`src/rtl/debug_controller_pkg.sv`:
```
// debug_controller_pkg
//   Shared definitions for the debug controller: default command opcodes,
//   default dump length and the controller state encoding.
//   No ports (package).
package debug_controller_pkg;

   localparam int unsigned DUMP_WORDS_DEF = 32;

   localparam logic [7:0] CMD_RUN_DEF  = 8'h01;
   localparam logic [7:0] CMD_STEP_DEF = 8'h02;
   localparam logic [7:0] CMD_HALT_DEF = 8'h03;
   localparam logic [7:0] CMD_DUMP_DEF = 8'h04;

   typedef enum logic [2:0] {
      ST_HALTED   = 3'd0,
      ST_RUN      = 3'd1,
      ST_STEP     = 3'd2,
      ST_DUMP_HDR = 3'd3,
      ST_DUMP_RD  = 3'd4,
      ST_DUMP_TX  = 3'd5
   } dbg_state_e;

endpackage

```
`src/rtl/debug_controller_if.sv`:
```
// debug_controller_if
//   Command and transmit byte channels of the debug controller.
//   Handshake: on both channels a byte moves on a rising clock edge where
//   valid and ready are both 1. While valid=1 and ready=0 the source keeps
//   its data stable; ready may depend combinationally on valid.
//   Signals:
//     cmd_valid/cmd_data (host -> controller), cmd_ready (controller -> host)
//     tx_valid/tx_data (controller -> host), tx_ready (host -> controller)
//   Modports: slave = controller side, master = host side.
interface debug_controller_if;

   logic       cmd_valid;
   logic [7:0] cmd_data;
   logic       cmd_ready;
   logic       tx_valid;
   logic [7:0] tx_data;
   logic       tx_ready;

   modport slave (
      input  cmd_valid,
      input  cmd_data,
      output cmd_ready,
      output tx_valid,
      output tx_data,
      input  tx_ready
   );

   modport master (
      output cmd_valid,
      output cmd_data,
      input  cmd_ready,
      input  tx_valid,
      input  tx_data,
      output tx_ready
   );

endinterface

```
`src/rtl/debug_controller_word_serializer.sv`:
```
// word_serializer
//   Sends a 32-bit word as 4 bytes, MSB first, over a valid/ready channel.
//   A new word may be loaded while the last byte of the previous word is
//   being accepted, so back-to-back words leave no idle cycle.
//   Ports:
//     clk, rst        clock, asynchronous active-high reset
//     load_i, word_i  load a new word (only when ready_o=1)
//     ready_o         serializer can take a word this cycle
//     tx_valid_o, tx_data_o, tx_ready_i  outgoing byte channel
module word_serializer (
   input  logic        clk,
   input  logic        rst,
   input  logic        load_i,
   input  logic [31:0] word_i,
   output logic        ready_o,
   output logic        tx_valid_o,
   output logic [7:0]  tx_data_o,
   input  logic        tx_ready_i
);

   logic [31:0] shift_q, shift_d;
   logic [2:0]  left_q, left_d;   // bytes still to send

   // After the fourth shift the register is all zeros, so tx_data_o idles at 0.
   assign tx_valid_o = (left_q != 3'd0);
   assign tx_data_o  = shift_q[31:24];
   assign ready_o    = (left_q == 3'd0) || ((left_q == 3'd1) && tx_ready_i);

   always_comb begin
      shift_d = shift_q;
      left_d  = left_q;
      if (load_i) begin
         shift_d = word_i;
         left_d  = 3'd4;
      end else if (tx_valid_o && tx_ready_i) begin
         shift_d = {shift_q[23:0], 8'h00};
         left_d  = left_q - 3'd1;
      end
   end

   always_ff @(posedge clk or posedge rst) begin
      if (rst) begin
         shift_q <= '0;
         left_q  <= '0;
      end else begin
         shift_q <= shift_d;
         left_q  <= left_d;
      end
   end

endmodule

```
`src/rtl/debug_controller.sv`:
```
// debug_controller
//   Run/step/halt control of a pipeline plus a state dump over a byte stream.
//   A dump sends the PC, the enabled-cycle counter and DUMP_WORDS data-memory
//   words, each as 4 bytes MSB first.
//   Ports:
//     clk, reset     clock, asynchronous active-high reset
//     bus            command and transmit channels (slave side)
//     pipe_en        pipeline clock enable
//     halt_in        pipeline fetched the halt instruction
//     pc_value       current fetch PC
//     debugMode      data memory in debug-read mode
//     DebugAddress   debug memory word address
//     mem_rdata      memory word for DebugAddress, one cycle later
//     state_o        current controller state
module debug_controller
   import debug_controller_pkg::*;
#(
   parameter int unsigned DUMP_WORDS = DUMP_WORDS_DEF,
   parameter logic [7:0]  CMD_RUN    = CMD_RUN_DEF,
   parameter logic [7:0]  CMD_STEP   = CMD_STEP_DEF,
   parameter logic [7:0]  CMD_HALT   = CMD_HALT_DEF,
   parameter logic [7:0]  CMD_DUMP   = CMD_DUMP_DEF
) (
   input  logic                clk,
   input  logic                reset,
   debug_controller_if.slave   bus,
   output logic                pipe_en,
   input  logic                halt_in,
   input  logic [31:0]         pc_value,
   output logic                debugMode,
   output logic [31:0]         DebugAddress,
   input  logic [31:0]         mem_rdata,
   output dbg_state_e          state_o
);

   dbg_state_e  state_q, state_d;
   logic [31:0] cycle_cnt_q, cycle_cnt_d;
   logic [31:0] pc_cap_q, pc_cap_d;
   logic [31:0] addr_q, addr_d;
   logic        hdr_sel_q, hdr_sel_d;   // 0: PC word next, 1: counter word next
   logic        done_q, done_d;         // last memory word handed to serializer

   logic        cmd_ready;
   logic        cmd_acc;
   logic        ser_load;
   logic [31:0] ser_word;
   logic        ser_ready;

   assign bus.cmd_ready = cmd_ready;
   assign cmd_acc       = bus.cmd_valid && cmd_ready;
   assign DebugAddress  = addr_q;
   assign state_o       = state_q;

   // State register
   always_ff @(posedge clk or posedge reset) begin
      if (reset) begin
         state_q     <= ST_HALTED;
         cycle_cnt_q <= '0;
         pc_cap_q    <= '0;
         addr_q      <= '0;
         hdr_sel_q   <= 1'b0;
         done_q      <= 1'b0;
      end else begin
         state_q     <= state_d;
         cycle_cnt_q <= cycle_cnt_d;
         pc_cap_q    <= pc_cap_d;
         addr_q      <= addr_d;
         hdr_sel_q   <= hdr_sel_d;
         done_q      <= done_d;
      end
   end

   // Next state
   always_comb begin
      state_d     = state_q;
      cycle_cnt_d = cycle_cnt_q + {31'd0, pipe_en};
      pc_cap_d    = pc_cap_q;
      addr_d      = addr_q;
      hdr_sel_d   = hdr_sel_q;
      done_d      = done_q;
      unique case (state_q)
         ST_HALTED: begin
            if (cmd_acc) begin
               if (bus.cmd_data == CMD_RUN) begin
                  state_d = ST_RUN;
               end else if (bus.cmd_data == CMD_STEP) begin
                  state_d = ST_STEP;
               end else if (bus.cmd_data == CMD_DUMP) begin
                  state_d   = ST_DUMP_HDR;
                  pc_cap_d  = pc_value;
                  hdr_sel_d = 1'b0;
               end
            end
         end
         ST_RUN: begin
            if (halt_in || (cmd_acc && (bus.cmd_data == CMD_HALT))) begin
               state_d = ST_HALTED;
            end
         end
         ST_STEP: state_d = ST_HALTED;
         ST_DUMP_HDR: begin
            if (ser_load) begin
               hdr_sel_d = 1'b1;
               if (hdr_sel_q) begin
                  state_d = ST_DUMP_RD;
               end
            end
         end
         // One cycle for the memory to answer the address presented.
         ST_DUMP_RD: state_d = ST_DUMP_TX;
         ST_DUMP_TX: begin
            if (done_q) begin
               // ser_ready here means the final byte is being accepted.
               if (ser_ready) begin
                  state_d = ST_HALTED;
                  addr_d  = '0;
                  done_d  = 1'b0;
               end
            end else if (ser_load) begin
               if (addr_q == 32'(DUMP_WORDS - 1)) begin
                  done_d = 1'b1;
               end else begin
                  addr_d  = addr_q + 32'd1;
                  state_d = ST_DUMP_RD;
               end
            end
         end
         default: state_d = ST_HALTED;
      endcase
   end

   // Outputs
   always_comb begin
      cmd_ready = 1'b0;
      pipe_en   = 1'b0;
      debugMode = 1'b0;
      ser_load  = 1'b0;
      ser_word  = '0;
      unique case (state_q)
         ST_HALTED: cmd_ready = 1'b1;
         ST_RUN: begin
            cmd_ready = 1'b1;
            pipe_en   = 1'b1;
         end
         ST_STEP: pipe_en = 1'b1;
         ST_DUMP_HDR: begin
            debugMode = 1'b1;
            ser_load  = ser_ready;
            // The counter cannot move during a dump (pipe_en=0), so its
            // value on entry is the value sent.
            ser_word  = hdr_sel_q ? cycle_cnt_q : pc_cap_q;
         end
         ST_DUMP_RD: debugMode = 1'b1;
         ST_DUMP_TX: begin
            debugMode = 1'b1;
            ser_load  = ser_ready && !done_q;
            ser_word  = mem_rdata;
         end
         default: ;
      endcase
   end

   word_serializer u_ser (
      .clk        (clk),
      .rst        (reset),
      .load_i     (ser_load),
      .word_i     (ser_word),
      .ready_o    (ser_ready),
      .tx_valid_o (bus.tx_valid),
      .tx_data_o  (bus.tx_data),
      .tx_ready_i (bus.tx_ready)
   );

endmodule

```
`src/flat_wrapper.sv`:
```
// flat-port wrapper written by rule: the top's interface ports become plain ports
module debug_controller_flat import debug_controller_pkg::*;
#(
   parameter int unsigned DUMP_WORDS = DUMP_WORDS_DEF,
   parameter logic [7:0]  CMD_RUN    = CMD_RUN_DEF,
   parameter logic [7:0]  CMD_STEP   = CMD_STEP_DEF,
   parameter logic [7:0]  CMD_HALT   = CMD_HALT_DEF,
   parameter logic [7:0]  CMD_DUMP   = CMD_DUMP_DEF
)
  (clk, reset, pipe_en, halt_in, pc_value, debugMode, DebugAddress, mem_rdata, state_o, bus_cmd_valid, bus_cmd_data, bus_cmd_ready, bus_tx_valid, bus_tx_data, bus_tx_ready);
  debug_controller_if bus_i ();
  input  logic clk;
  input  logic reset;
  output logic pipe_en;
  input  logic halt_in;
  input  logic [31:0] pc_value;
  output logic debugMode;
  output logic [31:0] DebugAddress;
  input  logic [31:0] mem_rdata;
  output dbg_state_e state_o;
  input wire logic [$bits(bus_i.cmd_valid)-1:0] bus_cmd_valid;
  input wire logic [$bits(bus_i.cmd_data)-1:0] bus_cmd_data;
  output wire logic [$bits(bus_i.cmd_ready)-1:0] bus_cmd_ready;
  output wire logic [$bits(bus_i.tx_valid)-1:0] bus_tx_valid;
  output wire logic [$bits(bus_i.tx_data)-1:0] bus_tx_data;
  input wire logic [$bits(bus_i.tx_ready)-1:0] bus_tx_ready;
  assign bus_i.cmd_valid = bus_cmd_valid;
  assign bus_i.cmd_data = bus_cmd_data;
  assign bus_cmd_ready = bus_i.cmd_ready;
  assign bus_tx_valid = bus_i.tx_valid;
  assign bus_tx_data = bus_i.tx_data;
  assign bus_i.tx_ready = bus_tx_ready;
  debug_controller #(.DUMP_WORDS(DUMP_WORDS), .CMD_RUN(CMD_RUN), .CMD_STEP(CMD_STEP), .CMD_HALT(CMD_HALT), .CMD_DUMP(CMD_DUMP)) u_core (.clk(clk), .reset(reset), .bus(bus_i), .pipe_en(pipe_en), .halt_in(halt_in), .pc_value(pc_value), .debugMode(debugMode), .DebugAddress(DebugAddress), .mem_rdata(mem_rdata), .state_o(state_o));
endmodule
```
`config.mk`:
```
export PLATFORM = sky130hd
export DESIGN_NAME = debug_controller_flat
export DESIGN_NICKNAME = d
export VERILOG_FILES = /design/src/rtl/debug_controller_pkg.sv /design/src/rtl/debug_controller_if.sv /design/src/rtl/debug_controller_word_serializer.sv /design/src/rtl/debug_controller.sv /design/src/flat_wrapper.sv
export SDC_FILE = /design/constraint.sdc
export NUM_CORES = 1
export LEC_CHECK = 0
export ABC_AREA = 1
export CAP_MARGIN = 20
export CORE_ASPECT_RATIO = 2
export CORE_UTILIZATION = 50
export CTS_CLUSTER_SIZE = 25
export DETAILED_ROUTE_END_ITERATION = 8
export PLACE_DENSITY_LB_ADDON = 0.12
export SYNTH_ARGS = -nofsm -noshare
export SYNTH_HDL_FRONTEND = slang
export SYNTH_SLANG_ARGS = --single-unit
```
`constraint.sdc`:
```
create_clock -name clk -period 5.9 [get_ports clk]
set_input_delay 1.18 -clock clk [delete_from_list [all_inputs] [get_ports clk]]
set_output_delay 1.18 -clock clk [all_outputs]
set_load 0.03 [all_outputs]
```
== After elaboration in Yosys (flattened, before gate mapping) ==
Index checks and enable logic that the tools add are counted.

* Bits in registers: 136
* Output and inout bits: 47
* Logic and storage cells: 94
* Input bits: 77

* Bitwise operators: 2
* $add $sub $neg: 3
* Reduce and logical (&&, ||, !) cells: 21
* Multiplexer cells: 36
* Equality and inequality tests: 24

{| class="wikitable"
|+ Operators with widths
! kind !! count
|-
| $mux W32 || 7
|-
| $pmux W32 S2 || 1
|-
| $mux W3 || 13
|-
| $add A32 B1 Y32 || 1
|-
| $add A32 B1 Y32 const B || 1
|-
| $eq A32 B5 Y1 const B || 1
|-
| $eq A8 B2 Y1 const B || 2
|-
| $pmux W3 S5 || 1
|-
| $mux W1 || 12
|-
| $ne A2 B1 Y1 const B || 6
|-
| $eq A8 B1 Y1 const B || 1
|-
| $eq A8 B3 Y1 const B || 1
|-
| $reduce_and A8 Y1 || 1
|-
| $eq A3 B1 Y1 const B || 2
|-
| $eq A3 B2 Y1 const B || 2
|-
| $eq A3 B3 Y1 const B || 2
|-
| $logic_not A3 Y1 || 2
|-
| $ne A2 B2 Y1 const B || 3
|-
| $reduce_and A6 Y1 || 1
|-
| $reduce_bool A2 Y1 || 3
|-
| $logic_and A1 B1 Y1 || 5
|-
| $reduce_and A5 Y1 || 1
|-
| $ne A4 B1 Y1 const B || 1
|-
| $pmux W1 S2 || 2
|-
| 11 further kinds || 14
|}

== Logic depth before layout (Yosys ltp) ==
* Depth after elaboration: 8
* Gate-level depth with buffers: 12
* Gate-level depth less buffers: 12

== By module ==
Synthesis repeated with hierarchy kept, for this count alone.

* Cell total of the unflattened synthesis: 1,142
* Area, all modules: 8,079.0 µm²

{| class="wikitable"
|+ By module, submodules not included
! module !! area an instance (µm²) !! cells each !! instances
|-
| debug_controller || 6,179.7 || 899 || 1
|-
| word_serializer || 1,899.3 || 243 || 1
|}

== Worst setup path before layout ==
No wires, ideal clock.

* Path type: flip-flop to output port
* Start point: reg u_core.state_q[0] (netlist: u_core.state_o[0])
* End point: out debugMode
* Stages on the path, launching flop included: 7
* Setup slack: 3,322 ps
* Arrival: 1,398 ps
* Required time: 4,720 ps
* Cell sequence: dfrtp_1 nand2_1 nor2_2 inv_2 buf_4 clkbuf_1 nand2_1

* Cells in the longest elaborated chain, start to end: 3

{| class="wikitable"
|+ RTL lines
! item !! RTL line !! RTL
|-
| from (decl) || debug_controller.sv:36 || <nowiki>dbg_state_e state_q, state_d;</nowiki>
|-
| from (signal assigned) || debug_controller.sv:64 || <nowiki>state_q <= state_d;</nowiki>
|-
| $eq A3 B3 Y1 or $eq A3 B2 Y1 (tied branches) || debug_controller.sv:139 || <nowiki>unique case (state_q)</nowiki>
|-
| $reduce_or A3 Y1 (no line) * || -- ||
|-
| $mux W1 * || debug_controller.sv:139 ||
|-
| to (decl) || flat_wrapper.sv:17 || <nowiki>output logic debugMode;</nowiki>
|}

Every way passes the cells marked *; elsewhere a longest branch is shown, timed or not.

== Worst setup path in the final report ==
Same ends and word-level chain as after synthesis.

==> impl_results.md <==
- Flop2flop setup slack: 3.39 ns
- Fin. Hold Viols: 0
- Post-Synthesis Cell Area: 7950 sq um
- Worst path bufs/invs: 2
- Final hold slack: 0.483 ns
- PortBufs: 123
- N_diodes: 0
- Yosys cell types: 37
- Max frequency: 273 MHz
- Max-slew violations: 0
- Placer Congestion: 0.982
- Critical path's top delay family: buffers and inverters
- Slew HR: 31.0%
- Post-synth top cells: nand2_1 (352), dfrtp_1 (136), nor2_1 (107), nand3_1 (106), inv_1 (105)
- Register bit total from synthesis: 136
- Num CTS Buffers: 17
- CTS Hold Bufs: 0
- Worst Path Max Fanout: 29
- Synth Flop Type: dfrtp_1
- Synth Area in Simple Gates: 33.7%
- Postcts setup bufs: 0
- # nets final: 1275
- Synth Area in Compound Gates: 7.84%
- Total gr overflow: 0
- Worst setup SP type: flop
- Final HPWL DP: 18.1 mm
- Largest net degree at the start of global routing: 110
- CP Data Required Time: 4.72 ns
- Die Span Y: 180 microns
- Share of cells above drive strength 1: 5.56%
- Worst EP arrival: 2.48 ns
- Top cells by area, synth: dfrtp_1 (43%), nand2_1 (17%), nand3_1 (6.7%), o21ai_0 (5.2%), nor2_1 (5.1%)
- Vias in the first global route: 7638
- Final WL: 24.5 mm
- Peak per-stage delay on the critical path: 0.69 ns
- Post-Syn Instances: 1090
- Die area: 16400 sq um
- Setup tns final: 0 ns
- Tot Pwr: 2.96 mW
- Via-per-instance ratio: 5.40
- Via count: 7564
- First-pass GRT wire length: 38.9 mm
- Post-CTS sizing: 0
- Seq/Total Area, Yosys: 42.8%
- Final Skew: 0.00854 ns
- Area leader, netlist: dfrtp_1
- Unrepaired setup endpoints after global routing: false
- Io pins: 124
- Core Area: 15400 sq um
- Setup CP Type: flop to primary output
- Starting DRT DRC Count: 347
- Tcrit/Tclk final: 62.1%
- Syn. warnings: 0
- PwrDens: 299 nW/um^2
- Minimum clock period: 3.66 ns
- Worst-path clk slew: 0.06 ns
- Pleak: 4.35 nW
- CP most frequent cell: nand2_1
- Clk buf depth: 2
- Rows: 64
- Max IR drop VDD: 0.232 mV
- Initial antenna violation count: 0
- GRT Util Overall: 31.3%
- Adder-cell share of the synthesized area: 0.945%
- Syn Nets: 1173
- Count leader, synth: nand2_1
- Status: completed
- Clk_lat worst skew: 0.43 ns
- Starting Density: 51.7%
- Post-synth EDFFs: 0
- Slew @ Worst Pin: 1.04 ns
- Slowest cell on the critical path: clkdlybuf4s50_1
- Layout area overhead: 24.2%
- Final ANT Viol Nets: 0
- Residual DRC count: 0
- Detailed Routing Iterations Pass 1: 5
- CP Capture Type: primary output
- Post-synth top area share: 42.8%
- Mapped Avg Cell Area: 7.29 sq um
- Hold crit path type: flop to flop
- H-tree levels: 4
- Post-Synth XOR/XNOR Area: 3.42%
- Final core occ: 64.2%
- Post-synthesis mux area share: 2.52%
- CTS tree: done
- Max Cap Violations: 0
- Die Wd: 91.1 microns
- Average wire per standard cell: 17.5 microns
- CTS root buf: clkbuf_16
- Crit path cell chain: nand2_1 > nor2_2 > inv_2 > nand2_1 > clkdlybuf4s50_1
- Count of final setup violators: 0
- CTS sink cnt: 136
- Async SR Flop Fraction: 100%
- Largest family of logic cells by synthesized area: simple AND/OR/NAND/NOR gates
placed cells by master (no fill, tap or decap), types with 3 or more instances in the layout:
cell / instances
a21oi_1: 3
nor3_1: 12
inv_2: 5
mux2i_1: 20
nor2_2: 3
nand2_4: 3
nand3_2: 5
a22o_1: 5
ha_1: 6
o21ai_1: 16
or2_2: 3
bufinv_16: 4
xor2_1: 26
nor2_1: 107
o211ai_1: 8
nand4_1: 14
nand3b_1: 4
o21ai_0: 83
dfrtp_1: 135
clkdlybuf4s50_1: 123
nand3_1: 106
clkinv_4: 3
nand2_1: 352
nor4_1: 4
clkbuf_8: 3
clkinv_2: 3
clkbuf_16: 17
inv_1: 104
xnor2_1: 5
nand2_2: 3
through the flow:
stage          area, sq um  cells  worst slack (ns)
2_1_floorplan         7950   1090              1.08
3_3_place_gp          9170   1368              2.68
3_5_place_dp          9170   1368              2.67
4_1_cts               9810   1399              2.23
5_1_grt               9870   1402              2.08
6_report              9870   1402              2.24
layout make-up:
type / count / area [sq um]
Fill cell: 1416 / 5510
Multi-Input combinational cell: 797 / 3850
Sequential cell: 136 / 3400
Timing Repair Buffer: 128 / 1310
Clock buffer: 20 / 467
Inverter: 112 / 427
Tap cell: 198 / 248
Clock inverter: 11 / 171
power by group:
group / total [mW] / switching (mW) / internal (mW)
clock: 1.16 / 0.423 / 0.739
sequential: 1.12 / 0.113 / 1.01
combinational: 0.676 / 0.431 / 0.245
total: 2.96 / 0.967 / 1.99
worst reg2reg max path, cell delays in order, from the launching register on:
cell	delay, ns
dfrtp_1	0.47
ha_1	0.29
nand3_2	0.15
inv_2	0.19
nand3_1	0.11
nor2_2	0.25
nand3_2	0.13
nand2_4	0.47
inv_1	0.20
nand2_1	0.11
nand2_1	0.05
cell families after synthesis:
logic type | Yosys count
xor+xnor | 31
flops | 136
mux | 20
fa+ha+maj | 6
simple gates | 624
compound gates | 116
buf+inv | 157
per-layer routing:
metal | global-route usage [%] | wire, microns | vias up
met2 | 59.7 | 13800 | 237
met5 | 0 | 0 | -
li1 | - | - | 3687
met1 | 29.1 | 8060 | 3545
met3 | 4.30 | 749 | 95
met4 | 23.6 | 1880 | 0
sequential cells by signal, summed over array words and instances, names as in the netlist:
register and flops:
u_core.u_ser.shift_q 32, u_core.done_q 1, u_core.u_ser.left_q 3, u_core.hdr_sel_q 1
u_core.cycle_cnt_q 32, u_core.state_o 3, u_core.pc_cap_q 32, u_core.DebugAddress 32
path summary, 6_finish.rpt:
path | to | depth (start not counted) | from
setup / recovery | debugMode | 5 | u_core.state_o[0]$_DFFE_PP0P_
hold / removal | u_core.pc_cap_q[14]$_DFFE_PP0P_ | 2 | u_core.pc_cap_q[14]$_DFFE_PP0P_
setup reg to reg | u_core.DebugAddress[11]$_DFFE_PP0P_ | 10 | u_core.DebugAddress[0]$_DFFE_PP0P_
hold reg to reg | u_core.pc_cap_q[14]$_DFFE_PP0P_ | 2 | u_core.pc_cap_q[14]$_DFFE_PP0P_
max in group asynchronous | u_core.hdr_sel_q$_DFFE_PP0P_ | 4 | reset
min in group asynchronous | u_core.DebugAddress[30]$_DFFE_PP0P_ | 2 | reset
(Power assumes the default switching activity.)
